## src/rtl/byte_serial_adder.sv

```systemverilog
// byte_serial_adder: WIDTH-bit add/subtract computed one byte per cycle,
// least-significant byte first, through a single 8-bit conditional-sum adder.
// The carry between bytes is held in carry_r, so the combinational carry chain
// never spans more than eight bits. Operands and results use valid/ready
// handshakes; in_ready and out_valid are decoded from the state register only.

// 8-bit conditional-sum adder. Every bit position computes its sum and carry
// for both possible carry-ins; blocks are then merged pairwise (1 -> 2 -> 4 -> 8
// bits). Each merge picks the upper block's precomputed pair using the lower
// block's carry, so the carry-in only steers the final 2:1 selection.
module conditional_sum_adder (
    input  logic [7:0] x,
    input  logic [7:0] y,
    input  logic       cin,
    output logic [7:0] sum,
    output logic       cout
);

    // Index [l] is merge level l (block size 2**l). s0/c0 assume a block
    // carry-in of 0, s1/c1 a carry-in of 1. c*[l][j] is the carry out of block j.
    logic [3:0][7:0] s0;
    logic [3:0][7:0] s1;
    logic [3:0][7:0] c0;
    logic [3:0][7:0] c1;

    // Build both conditional results bottom-up, then pick one with cin.
    always_comb begin
        // NOTE: every variable gets a default before any branch or loop so no
        // path leaves it unassigned, which would otherwise infer a latch.
        s0   = '0;
        s1   = '0;
        c0   = '0;
        c1   = '0;
        sum  = '0;
        cout = 1'b0;

        // Level 0: single-bit blocks.
        s0[0] = x ^ y;
        s1[0] = ~(x ^ y);
        c0[0] = x & y;
        c1[0] = x | y;

        for (int l = 1; l < 4; l++) begin
            // Sum bits: the lower half of each merged block passes through, the
            // upper half selects on the lower half's carry.
            for (int bt = 0; bt < 8; bt++) begin
                if (((bt >> (l - 1)) & 1) == 0) begin
                    s0[l][bt] = s0[l-1][bt];
                    s1[l][bt] = s1[l-1][bt];
                end else begin
                    s0[l][bt] = c0[l-1][(bt >> l) * 2] ? s1[l-1][bt] : s0[l-1][bt];
                    s1[l][bt] = c1[l-1][(bt >> l) * 2] ? s1[l-1][bt] : s0[l-1][bt];
                end
            end
            // Block carries: the lower block's carry selects the upper block's.
            for (int j = 0; j < (8 >> l); j++) begin
                c0[l][j] = c0[l-1][2*j] ? c1[l-1][2*j+1] : c0[l-1][2*j+1];
                c1[l][j] = c1[l-1][2*j] ? c1[l-1][2*j+1] : c0[l-1][2*j+1];
            end
        end

        sum  = cin ? s1[3] : s0[3];
        cout = cin ? c1[3][0] : c0[3][0];
    end

endmodule

module byte_serial_adder #(
    parameter int WIDTH = 32
) (
    input  logic             clk,
    input  logic             rst_n,
    input  logic             in_valid,
    output logic             in_ready,
    input  logic [WIDTH-1:0] a,
    input  logic [WIDTH-1:0] b,
    input  logic             sub,
    output logic             out_valid,
    input  logic             out_ready,
    output logic [WIDTH-1:0] sum,
    output logic             cout,
    output logic             overflow
);

    localparam int N     = WIDTH / 8;
    localparam int CNT_W = (N > 1) ? $clog2(N) : 1;

    // Widths that are not a whole number of bytes cannot be stepped bytewise.
    generate
        if (WIDTH < 8 || (WIDTH % 8) != 0) begin : g_bad_width
            $error("byte_serial_adder: WIDTH must be a multiple of 8 and at least 8");
        end
    endgenerate

    typedef enum logic [1:0] {
        IDLE = 2'd0,
        RUN  = 2'd1,
        DONE = 2'd2
    } state_t;

    state_t             state_q;
    state_t             state_d;

    logic [WIDTH-1:0]   a_r;
    logic [WIDTH-1:0]   b_r;
    logic [WIDTH-1:0]   sum_r;
    logic               carry_r;
    logic               msb_a;
    logic               msb_b;
    logic [CNT_W-1:0]   cnt;

    logic               accept;
    logic               last_step;
    logic [WIDTH-1:0]   b_in;
    logic [WIDTH-1:0]   a_shift;
    logic [WIDTH-1:0]   b_shift;
    logic [WIDTH-1:0]   sum_shift;
    logic [7:0]         add_sum;
    logic               add_cout;

    assign in_ready  = (state_q == IDLE);
    assign out_valid = (state_q == DONE);
    assign accept    = in_valid && in_ready;
    assign last_step = (cnt == CNT_W'(N - 1));

    // Subtraction is A + ~B + 1: B is inverted on capture, the +1 is carry_r.
    assign b_in = sub ? ~b : b;

    // The byte adder always works on the low byte of the shifting operands.
    conditional_sum_adder u_csa (
        .x    (a_r[7:0]),
        .y    (b_r[7:0]),
        .cin  (carry_r),
        .sum  (add_sum),
        .cout (add_cout)
    );

    // Operands drain towards bit 0; results enter sum_r from the top so that
    // after N steps the first byte computed lands in sum_r[7:0].
    generate
        if (WIDTH == 8) begin : g_one_byte
            assign a_shift   = '0;
            assign b_shift   = '0;
            assign sum_shift = add_sum;
        end else begin : g_multi_byte
            assign a_shift   = {8'h00, a_r[WIDTH-1:8]};
            assign b_shift   = {8'h00, b_r[WIDTH-1:8]};
            assign sum_shift = {add_sum, sum_r[WIDTH-1:8]};
        end
    endgenerate

    // Result ports come straight from registers, so they hold steady in DONE.
    assign sum      = sum_r;
    assign cout     = carry_r;
    assign overflow = (msb_a ~^ msb_b) & (sum_r[WIDTH-1] ^ msb_a);

    // State register.
    always_ff @(posedge clk or negedge rst_n) begin
        // NOTE: sequential state uses non-blocking assignments so every flop
        // samples pre-edge values regardless of block evaluation order.
        if (!rst_n) begin
            state_q <= IDLE;
        end else begin
            state_q <= state_d;
        end
    end

    // Next-state decode: accept in IDLE, N byte steps in RUN, hold DONE until taken.
    always_comb begin
        state_d = state_q;
        unique case (state_q)
            IDLE:    if (in_valid)  state_d = RUN;
            RUN:     if (last_step) state_d = DONE;
            DONE:    if (out_ready) state_d = IDLE;
            default:                state_d = IDLE;
        endcase
    end

    // Operand capture on acceptance and one byte step per RUN cycle.
    always_ff @(posedge clk or negedge rst_n) begin
        // NOTE: every datapath register is reset, not just the control state,
        // because sum/cout/overflow must read zero out of reset and an aborted
        // operation must leave no partial result visible.
        if (!rst_n) begin
            a_r     <= '0;
            b_r     <= '0;
            sum_r   <= '0;
            carry_r <= 1'b0;
            msb_a   <= 1'b0;
            msb_b   <= 1'b0;
            cnt     <= '0;
        end else begin
            unique case (state_q)
                IDLE: begin
                    if (accept) begin
                        a_r     <= a;
                        b_r     <= b_in;
                        carry_r <= sub;
                        msb_a   <= a[WIDTH-1];
                        msb_b   <= b_in[WIDTH-1];
                        cnt     <= '0;
                    end
                end
                RUN: begin
                    a_r     <= a_shift;
                    b_r     <= b_shift;
                    sum_r   <= sum_shift;
                    carry_r <= add_cout;
                    cnt     <= cnt + 1'b1;
                end
                default: begin
                end
            endcase
        end
    end

endmodule

```

## config.mk

```make
export PLATFORM = sky130hd
export DESIGN_NAME = byte_serial_adder
export DESIGN_NICKNAME = d
export VERILOG_FILES = /design/src/rtl/byte_serial_adder.sv
export SDC_FILE = /design/constraint.sdc
export NUM_CORES = 1
export LEC_CHECK = 0
export ABC_CLOCK_PERIOD_IN_PS = 1700
export CELL_PAD_IN_SITES_DETAIL_PLACEMENT = 0
export CELL_PAD_IN_SITES_GLOBAL_PLACEMENT = 1
export CORE_ASPECT_RATIO = 0.7
export CORE_UTILIZATION = 43
export CTS_CLUSTER_SIZE = 14
export DETAILED_ROUTE_END_ITERATION = 10
export DONT_BUFFER_PORTS = 1
export PLACE_DENSITY = 0.83
export RECOVER_POWER = 25
export SLEW_MARGIN = 20
export SYNTH_ARGS = -nofsm -noshare
export SYNTH_HDL_FRONTEND = slang
export SYNTH_SLANG_ARGS = --single-unit
export TNS_END_PERCENT = 1
```

## constraint.sdc

```tcl
create_clock -name clk -period 1.7 [get_ports clk]
set_input_delay 0.085 -clock clk [delete_from_list [all_inputs] [get_ports clk]]
set_output_delay 0.085 -clock clk [all_outputs]
set_load 0.05 [all_outputs]
```

==> impl_metrics.csv <==
group,metric,value,unit
floorplan,die-height,93.8,um
finish,area_delta_synth_final,24.3,%
yosys,synth.distinct_cells,45,
finish,nFillCells,1060,
sta,worstMarginPinSlew,608,ps
finish,nNetsFinal,722,
drt,wl_met3,525,um
sta,finalMaxSlewViolations,0,
drt,routed_wl,12.3,mm
yosys,synth_fp_nets,658,
sta,rsz0062_at_grt,"yes",
yosys,postSynthAreaPerCell,9.04,sq um
sta,period_share,112,%
grt,antenna_found_initial,0,
placement,hpwl,8.44,mm
clocking,ctsHoldBuffers,56,
sta,fin_crit,1910,ps
critical_path,reg2reg_slack,-210,ps
drt,routed.top_layer,"met4",
clocking,path_clk_slew,70,ps
floorplan,die_w,133,um
critical_path,crit_type,"reg2reg",
yosys,synth_edf_count,0,
floorplan,start_util,44.1,%
power_and_ir_drop,p_leak,2.97,nW
sta,finalWorstSetupSlack,-206,ps
drt,drt-met1-wl,5.94,mm
placement,gp_congestion,0.826,
grt,overflow,0,
grt,grt_pass1_wl,20.1,mm
drt,drt_pass1_iterations,4,
floorplan,ios,105,
power_and_ir_drop,cellPowerDensity,2210,nW/um^2
floorplan,core,11700,sq um
clocking,cts_tree,"built",
clocking,cts_buffers,9,
grt,grt_usage,20.6,%
status,violations,"negative hold slack, negative setup slack",
sta,slew-limit-headroom,59.4,%
critical_path,required,1930,ps
power_and_ir_drop,irDropWorstVdd,0.000689,V
critical_path,critPathArrivalTime,2140,ps
sta,hold_viol,103,
yosys,synth_area,5170,sq um
yosys,ys_async_sr_fraction,100,%
floorplan,dieArea,12500,sq um
placement,port-buffer-count,0,
sta,fin_skew,6.06,ps
drt,drt-initial-drc-count,315,
status,status,"finished, violations left",
critical_path,path_max_fanout,6,
run,maxCapViolations,0,
drt,vias_per_cell,5.27,
critical_path,endpoint_kind,"register",
drt,vias,4207,
critical_path,reg2reg_depth,7,
drt,wl_met2,5.55,mm
clocking,htree_levels,3,
finish,final_cell_mix,"156 x nand2_1, 102 x dfrtp_1, 57 x nor2_1",
critical_path,r2r-start,"a_r[1]",
sta,finalSetupViolCount,6,
yosys,synth_seq_area_share,49.8,%
yosys,yosys_register_bits,103,
clocking,clock-root-buffer,"clkbuf_16",
critical_path,start_kind,"register",
sta,maxClockFrequency,0.525,GHz
yosys,synth_ff_type,"dfrtp_1",
placement,place_ws,-265,ps
hold_path,min_path_type,"in2async",
drt,wl_per_cell,15.5,um
finish,mostFrequentLayoutCell,"nand2_1",
finish,layout-drive-gt1-share,11.1,%
clocking,cts_buffer_depth,2,
drt,ant_nets,0,
clocking,insertion_delay,350,ps
grt,grt_max_degree,104,
critical_path,reg2reg_to,"sum[31]",
yosys,syn-instance-count,572,
finish,num_antenna_cells,0,
sta,hold_slack,-573,ps
yosys,yosysWarnings,0,
clocking,cts.sinks,103,
floorplan,rows,33,
grt,grt_pass1_vias,4072,
drt,drc,0,
synth_stat cells, types with 2 or more instances:
library cell    n  area share [%]
a211o_1         3            0.51
or3b_1          3            0.51
or3_1           4            0.48
and3_1          6            0.73
nand2_1       157              11
nor2_1         58             4.2
inv_1          17             1.2
nand3_1        10            0.97
nand3b_1        4            0.58
o211ai_1        2            0.29
o22ai_1         2            0.24
buf_1           9            0.65
buf_2           9            0.87
nor2b_1         2            0.24
clkbuf_1       18             1.3
nand4_1         2            0.24
ha_1           17             4.1
nor3_1          3            0.29
a211oi_1        2            0.29
a31oi_1        26             3.1
buf_6           2            0.44
o21ai_0        25             2.4
a221o_1        24             4.6
nand2b_1        3            0.36
nor3b_1         3            0.44
a21oi_1         3            0.29
a211oi_2        2            0.48
and2_1          2            0.24
dfrtp_1       103              50
or2_1           2            0.24
xnor2_1        34             5.8
a22oi_1         2            0.29
metal layers:
metal / GRT usage (%) / up-vias
met3: 3.72 / 25
met5: 0 / -
li1: - / 2049
met4: 8.52 / 0
met2: 32.9 / 121
met1: 27.7 / 2012
through the flow:
stage	cells	cell area, sq um	setup TNS [ps]	util, %	total power, mW
final	798	6430	-838	54.8	14.2
after global routing	798	6430	-1500	54.8	15.3
after CTS	798	6410	-825	54.7	14.3
after detailed placement	726	5510	-3210	47.0	11.8
after global placement	726	5510	-2230	47.0	11.6
after floorplan	572	5180	-288	-	10.0
worst max path at each step:
stage / start / to / slack (ps) / depth (start not counted)
4_1_cts: a_r[3] / cout / -200 / 7
6_report: a_r[1] / sum[31] / -210 / 7
2_1_floorplan: a_r[1] / sum[31] / -100 / 8
3_3_place_gp: a_r[1] / sum[31] / -200 / 7
5_1_grt: a_r[1] / sum[31] / -300 / 7
3_5_place_dp: a_r[1] / sum[31] / -270 / 7
state kept, by name, summed over array words and instances (netlist names):
register and flops:
a_r 32, b_r 32, cnt 2, cout 1, msb_a 1, msb_b 1, state_q 2, sum 32
report_power, final:
group / total (mW) / switching [mW] / internal, mW
clock network: 2.24 / 0.909 / 1.33
registers: 5.67 / 2.04 / 3.64
logic: 6.31 / 3.52 / 2.79
cell type report:
cell class | instances | area, sq um | share of cell area, %
Clock buffer | 11 | 243 | 3.78
Tap cell | 157 | 196 | 3.06
Inverter | 17 | 63.8 | 0.993
Multi-Input combinational cell | 413 | 2390 | 37.2
Clock inverter | 5 | 81.3 | 1.27
Sequential cell | 103 | 2580 | 40.1
Timing Repair Buffer | 92 | 872 | 13.6
logic make-up (layout without fill, tap and decap cells):
kind of cell / Yosys count / after routing / synth area share [%]
AOI/OAI and AO/OA: 96 / 96 / 13.5
xor gates and xnor gates: 35 / 35 / 5.93
adders and majority gates: 17 / 17 / 4.11
buffers and inverters: 56 / 125 / 4.77
DFF: 103 / 103 / 49.8
muxes: 1 / 1 / 0.218
and+or+nand+nor: 264 / 264 / 21.6
critical path: stages, from the launching register on:
cell and delay [ps]:
dfrtp_1 410, inv_1 70, ha_2 200, or3b_1 380
a211oi_2 250, or2_4 190, a211oi_1 60, a211o_1 230
what timing repair did:
item / CTS / global route
gates resized for setup: 6 / 4
endpoints found under the setup margin: 34 / 12
hold endpoints to repair: 152 / 103
setup buffers: 0 / 0
pin swaps: 0 / 0
(Power assumes the default switching activity.)
